**src/rtl/seq_booth_mult.sv**
```systemverilog
// seq_booth_mult: iterative radix-4 Booth multiplier, one digit per clock.
// start/busy/done handshake; registered 2*WIDTH product on p.
// Optional macro BOOTH_UNSIGNED_EN adds is_signed (unsigned mode uses N+1 digits).
module seq_booth_mult #(
  parameter int WIDTH = 8
) (
  input  logic               clk,
  input  logic               rst_n,
  input  logic               start,
`ifdef BOOTH_UNSIGNED_EN
  input  logic               is_signed,
`endif
  input  logic [WIDTH-1:0]   x,
  input  logic [WIDTH-1:0]   y,
  output logic               busy,
  output logic               done,
  output logic [2*WIDTH-1:0] p
);

  localparam int N  = WIDTH / 2;
  localparam int PW = 2 * WIDTH;
  localparam int CW = $clog2(N + 1);

  if ((WIDTH % 2) != 0 || WIDTH < 4) begin : g_bad_width
    $error("seq_booth_mult: WIDTH must be even and >= 4");
  end

  typedef enum logic [1:0] {IDLE, CALC, DONE} state_t;

  state_t          state;
  logic [PW-1:0]   mcand;  // multiplicand, pre-shifted by 2k for the current digit
  logic [WIDTH+2:0] yr;    // {ext, y, y[-1]}; low 3 bits are the current digit
  logic [PW-1:0]   acc;
  logic [CW-1:0]   cnt;
  logic [CW-1:0]   last;   // index of the final digit for this operation
  logic [PW-1:0]   pp;
  logic            sgn;

`ifdef BOOTH_UNSIGNED_EN
  assign sgn = is_signed;
`else
  assign sgn = 1'b1;
`endif

  // Booth recoding of the current digit into a 2*WIDTH partial product
  always_comb begin
    pp = '0;
    case (yr[2:0])
      3'b001, 3'b010: pp = mcand;
      3'b011:         pp = {mcand[PW-2:0], 1'b0};
      3'b100:         pp = -{mcand[PW-2:0], 1'b0};
      3'b101, 3'b110: pp = -mcand;
      default:        pp = '0;
    endcase
  end

  // Control FSM and datapath; outputs are registered
  always_ff @(posedge clk or negedge rst_n) begin
    if (!rst_n) begin
      state <= IDLE;
      mcand <= '0;
      yr    <= '0;
      acc   <= '0;
      cnt   <= '0;
      last  <= '0;
      busy  <= 1'b0;
      done  <= 1'b0;
      p     <= '0;
    end else begin
      done <= 1'b0;
      case (state)
        IDLE: begin
          if (start) begin
            // Unsigned mode zero-extends both operands; the 2 extra y bits
            // give one more digit so the top operand bit is not read as sign.
            mcand <= sgn ? {{WIDTH{x[WIDTH-1]}}, x} : {{WIDTH{1'b0}}, x};
            yr    <= {(sgn ? {2{y[WIDTH-1]}} : 2'b00), y, 1'b0};
            acc   <= '0;
            cnt   <= '0;
            last  <= sgn ? CW'(N - 1) : CW'(N);
            busy  <= 1'b1;
            state <= CALC;
          end
        end
        CALC: begin
          acc   <= acc + pp;
          mcand <= {mcand[PW-3:0], 2'b00};
          yr    <= {2'b00, yr[WIDTH+2:2]};
          cnt   <= cnt + 1'b1;
          if (cnt == last) state <= DONE;
        end
        DONE: begin
          p     <= acc;
          done  <= 1'b1;
          busy  <= 1'b0;
          state <= IDLE;
        end
        default: state <= IDLE;
      endcase
    end
  end

endmodule

```
**config.mk**
```make
export PLATFORM = sky130hd
export DESIGN_NAME = seq_booth_mult
export DESIGN_NICKNAME = d
export VERILOG_FILES = /design/src/rtl/seq_booth_mult.sv
export SDC_FILE = /design/constraint.sdc
export NUM_CORES = 1
export LEC_CHECK = 0
export CAP_MARGIN = 0
export CORE_MARGIN = 3
export CORE_UTILIZATION = 32
export DETAILED_ROUTE_END_ITERATION = 6
export SYNTH_ARGS = -nofsm -noshare
export SYNTH_HDL_FRONTEND = slang
export SYNTH_SLANG_ARGS = --single-unit
```
**constraint.sdc**
```tcl
create_clock -name clk -period 9.3 [get_ports clk]
set_clock_uncertainty 0.2 [all_clocks]
set_input_delay 1.395 -clock clk [delete_from_list [all_inputs] [get_ports clk]]
set_output_delay 1.395 -clock clk [all_outputs]
set_load 0.005 [all_outputs]
```
# After elaboration in Yosys (flattened, before gate mapping)
# Cells that the tools add are included.
classes:
  add_sub_neg: 4
  n_mul: 0
  div: 0
  order_cmp: 0
  n_eq_ne: 11
  n_shift: 0
  n_mux: 15
  bitwise_logic: 0
  n_reduce_logical: 9
ops:
  columns: ["cell", "count"]
  rows:
  - ["16-bit one-hot mux with 2 select lines", 2]
  - ["16-bit one-hot mux with 4 select lines", 1]
  - ["16-bit two-way mux", 2]
  - ["16-bit negation", 2]
  - ["11-bit one-hot mux with 2 select lines", 1]
  - ["16-bit adder", 1]
  - ["11-bit two-way mux", 1]
  - ["3-bit == test (second input constant)", 3]
  - ["2-bit AND reduction", 4]
  - ["3-bit by 2-bit == test with 1-bit output (second input constant)", 2]
  - ["3-bit one-hot mux with 2 select lines", 1]
  - ["2-bit two-way mux", 2]
  - ["2-bit != test (second input constant)", 2]
  - ["2-bit one-hot mux with 2 select lines", 1]
  - ["2-bit nonzero test", 2]
  - ["2-bit OR reduction", 2]
  - ["3-bit by 1-bit adder with 3-bit output (second input constant)", 1]
  - ["3-bit by 1-bit == test with 1-bit output (second input constant)", 1]
  - ["3-bit by 2-bit == test with 1-bit output", 1]
  - ["3-bit two-way mux", 1]
  - ["2-bit by 1-bit == test with 1-bit output (second input constant)", 1]
  - ["2-bit == test (second input constant)", 1]
  - ["2-bit logical NOT", 1]
  - ["1-bit two-way mux", 2]
  - ["1-bit one-hot mux with 2 select lines", 1]
totals:
  register_bits: 67
  latch_bits: 0
  ramBits: 0
  mem_bits_ro: 0
  input_bits: 19
  output_inout_bits: 18
  elab_cells: 48
  memories: 0

# Depth between registers and ports, before layout
logic_depth:
  depth_word: 5
  ltp_mapped: 18
  depth_no_buf: 18

# Worst setup path before layout
# No wires, ideal clock.
synth_timing:
  kind: "register to register"
  startpoint: "register mcand[0]"
  endpoint: "register acc[15]"
  t_arrival_ns: 3.331
  required_time_ns: 9.024
  slack_ns: 5.692
  stages_incl_launch_ff: 19
  path_buffers: 0
  synth_period_minus_slack_ns: 3.608
  cell_sequence: "dfrtp_1 inv_1 ha_1 nor3b_2 nand3_1 nor3_1 xnor2_1 a211oi_1 a21o_1 a21oi_1 ha_1 a21o_1 a21oi_1 o21ai_0 a21oi_1 o41ai_2 xnor2_1 or3_1 o21ai_1"
synth_between:
  elab_chain_cells: 4
  elab_cells_between_ends: 5
synth_lines:
  columns: ["item", "line", "text"]
  rows:
  - ["from (decl)", "31", "logic [PW-1:0] mcand;"]
  - ["from (signal assigned)", "76", "mcand <= sgn ? {{WIDTH{x[WIDTH-1]}}, x} : {{WIDTH{1'b0}}, x};"]
  - ["from (signal assigned)", "87", "mcand <= {mcand[PW-3:0], 2'b00};"]
  - ["16-bit negation (on tied branches)", "52, 51", null]
  - ["16-bit one-hot mux with 4 select lines *", "48", "case (yr[2:0])"]
  - ["16-bit adder *", "86", "acc <= acc + pp;"]
  - ["16-bit one-hot mux with 2 select lines *", "71", "case (state)"]
  - ["to (signal assigned)", "86", null]
  - ["to (decl)", "33", "logic [PW-1:0] acc;"]
# Mark *: on every way between the ends. The rest lies on a longest branch, timed or not.
# A chain may end at the register's enable or synchronous reset.

# Worst setup path in the final report
layout_timing:
  startpoint: "register mcand[1]"
  endpoint: "register acc[15]"
# Same word-level chain as after synthesis.

==> results.sh <==
export IMPL_outcome="finished, final reports clean"
export IMPL_layout_drive_gt1_share=0.09850
export IMPL_crit_start="mcand[1]"
export IMPL_cp_end_kind="flop"
export IMPL_synth_area_mm2=0.004110
export IMPL_antenna_cells=0
export IMPL_dp_cells=619
export IMPL_cts_hold_buf=0
export IMPL_grtUsageTotal=0.1451
export IMPL_crit_top_cell="a21oi_1"
export IMPL_grt_busiest_layer="met2"
export IMPL_synth_seq_cells=66
export IMPL_final_seq_area_mm2=0.001652
export IMPL_critPathKind="reg -> reg"
export IMPL_clkTransAtPathRegs_ps=60
export IMPL_tritoncts="done"
export IMPL_fmax_mhz=230.8
export IMPL_worst_pin_slew_ps=1036
export IMPL_drc=0
export IMPL_layout_setup_ws_ps=4967
export IMPL_clk_latency_ps=340
export IMPL_overflow=0
export IMPL_async_flop_share=1.000
export IMPL_gr_usage_met3=0.03799
export IMPL_layout_cells_non_filler=635
export IMPL_critical_path_slowest_cell="dfrtp_1"
export IMPL_cp_max_fo=6
export IMPL_core_area_mm2=0.01226
export IMPL_dp_slack_ps=5010
export IMPL_area_growth_pct=18.93
export IMPL_final_util=0.3987
export IMPL_grt_pass1_vias=3343
export IMPL_setup_tns_ps=0
export IMPL_critical_path_required_ps=9360
export IMPL_met1_usage=0.1884
export IMPL_grt_first_pass_wirelength_mm=16.88
export IMPL_min_path_type="reg -> reg"
export IMPL_fin_crit_sh=0.4659
export IMPL_slew_viol_final=0
export IMPL_final_fill_count=1183
export IMPL_netlist_instances=445
export IMPL_post_cts_setup_buffer_count=0
export IMPL_drt_iter0_drc=212
export IMPL_routed_wl_mm=9.912
export IMPL_setup_viol=0
export IMPL_htree_levels=3
export IMPL_boundaryPins=37
export IMPL_nets=499
export IMPL_hold_viol_final=0
export IMPL_synth_area_per_cell_um2=9.236
export IMPL_cp_start_kind="flop"
export IMPL_critPathBufInv=1
export IMPL_cap_violations=0
export IMPL_use_met2=0.2345
export IMPL_cts_sinks=66
export IMPL_fp_dieArea_mm2=0.01424
export IMPL_synth_edf_count=0
export IMPL_yosysWarningCount=0
export IMPL_rsz0062_at_grt="no"
export IMPL_vias=3374
export IMPL_floorplan_initialDensity=0.3352
export IMPL_min_from="yr[9]"
export IMPL_path_cells="inv_1 -> ha_1 -> nor3b_2 -> nand3_1 -> nor3_1 -> xnor2_1 -> a211oi_1 -> a21o_1 -> a21oi_1 -> ha_1 -> a21o_1 -> a21oi_1 -> o21ai_0 -> a21oi_1 -> o41ai_2 -> xnor2_1 -> or3_1 -> o21ai_1"
export IMPL_gp_congestion=0.9222
export IMPL_rows=40
export IMPL_slowest_delay_ps=460
export IMPL_syn_nets=482
export IMPL_antenna_found_initial=0
export IMPL_critical_path_top_delay_family="simple AND/OR/NAND/NOR gates"
export IMPL_die_w_um=119.3
export IMPL_slew_headroom=0.3094
export IMPL_arrival_ps=4400
export IMPL_vias_per_cell=5.313
export IMPL_wl_per_cell_um=15.61
export IMPL_grt_max_degree=67
export IMPL_r2r_start="mcand[1]"
export IMPL_hpwl_mm=6.927
export IMPL_root_buffer="clkbuf_16"
export IMPL_drt_pass1_iterations=6
export IMPL_cts_buffer_depth=2
export IMPL_multi_input_area_mm2=0.002273
export IMPL_die_y_um=119.3
export IMPL_drtAntennaViolNets=0
export IMPL_cts_resized=0
export IMPL_port_buffers=36
export IMPL_fin_crit_ps=4333
export IMPL_ys_flop_type="dfrtp_1"
export IMPL_seq_area_frac_synth=0.4018
export IMPL_cts_buffers=9
export IMPL_yosys_cell_types_count=50
[layer usage]
layer	vias up	wire, um
met2	67	4709
li1	1645	-
met3	16	351
met5	-	0
met4	0	186
met1	1646	4664
[through the flow]
stage | area [um^2] | hold slack (ps)
2_1_floorplan | 4110 | 245.7
3_3_place_gp | 4569 | 259.2
3_5_place_dp | 4569 | 267.4
4_1_cts | 4888 | 281.8
5_1_grt | 4888 | 310.6
6_report | 4888 | 285.2
[worst min-delay path, delay by kind of cell, from the launching register on]
family	cells	cell delay [ps]
simple gates	2	110
flops	1	340
[area by class of cell]
class                      instances  share of cell area
sequential                        66              0.3379
multi-input combinational        333              0.4651
clock inverter                     6             0.01843
tap                              168             0.04300
clock buffer                      10             0.04684
inverter                          11            0.008446
timing repair buffer              41             0.08037
[placed cells by master, fill, tap and decap left out, drive strengths merged, types with 2 or more instances in the layout]
master,count
mux2i,12
nor4,5
clkdlybuf4s50,35
a21oi,38
clkbuf,10
ha,17
a221o,9
a21o,9
bufinv,2
o22ai,13
a31oi,3
nand4,3
and2,3
inv,11
nand3,9
a22oi,10
o31ai,3
nor3,7
nand2b,5
nor2b,3
nor3b,2
o21ai,28
nand2,51
or3,2
xnor2,21
clkinv,3
a211oi,2
mux2,16
a221oi,9
dfrtp,66
o21bai,2
buf,6
nor2,30
xor2,11
[registers in the layout, indices dropped and copies added, names as in the netlist]
register and count:
state 2, done 1, yr 10, mcand 16, busy 1, acc 16, last 1, cnt 3
p 16
[logic make-up (layout without fill, tap and decap cells)]
group / count (synthesis) / after routing / share of synthesized area
simple gates: 122 / 122 / 0.1419
compound gates: 133 / 133 / 0.2122
xor+xnor: 32 / 32 / 0.06819
buf+inv: 46 / 68 / 0.04627
fa+ha+maj: 18 / 18 / 0.05662
mux: 28 / 28 / 0.07306
flops: 66 / 66 / 0.4018
[worst paths after layout]
kind / endpoint / slack [ps] / depth (start not counted)
max: acc[15] / 4970 / 18
min: yr[9] / 290 / 2
max reg2reg: acc[15] / 4970 / 18
min reg2reg: yr[9] / 290 / 2
max in group asynchronous: mcand[10] / 7280 / 2
min in group asynchronous: p[14] / 1050 / 2
[synthesized netlist by cell type, types with 10 or more instances]
library cell  instances  share of area
xnor2_1              21          0.045
nor2_1               30          0.027
a22oi_1              10          0.018
clkbuf_1             28          0.026
mux2i_1              12          0.029
ha_1                 17          0.052
inv_1                10         0.0091
o21ai_0              26          0.032
o22ai_1              13          0.020
a21oi_1              38          0.046
mux2_2               16          0.044
nand2_1              51          0.047
dfrtp_1              66           0.40
xor2_1               11          0.023
Power is not shown: default switching activity piles up to over one toggle a cycle in this logic, so the estimate is an artifact.
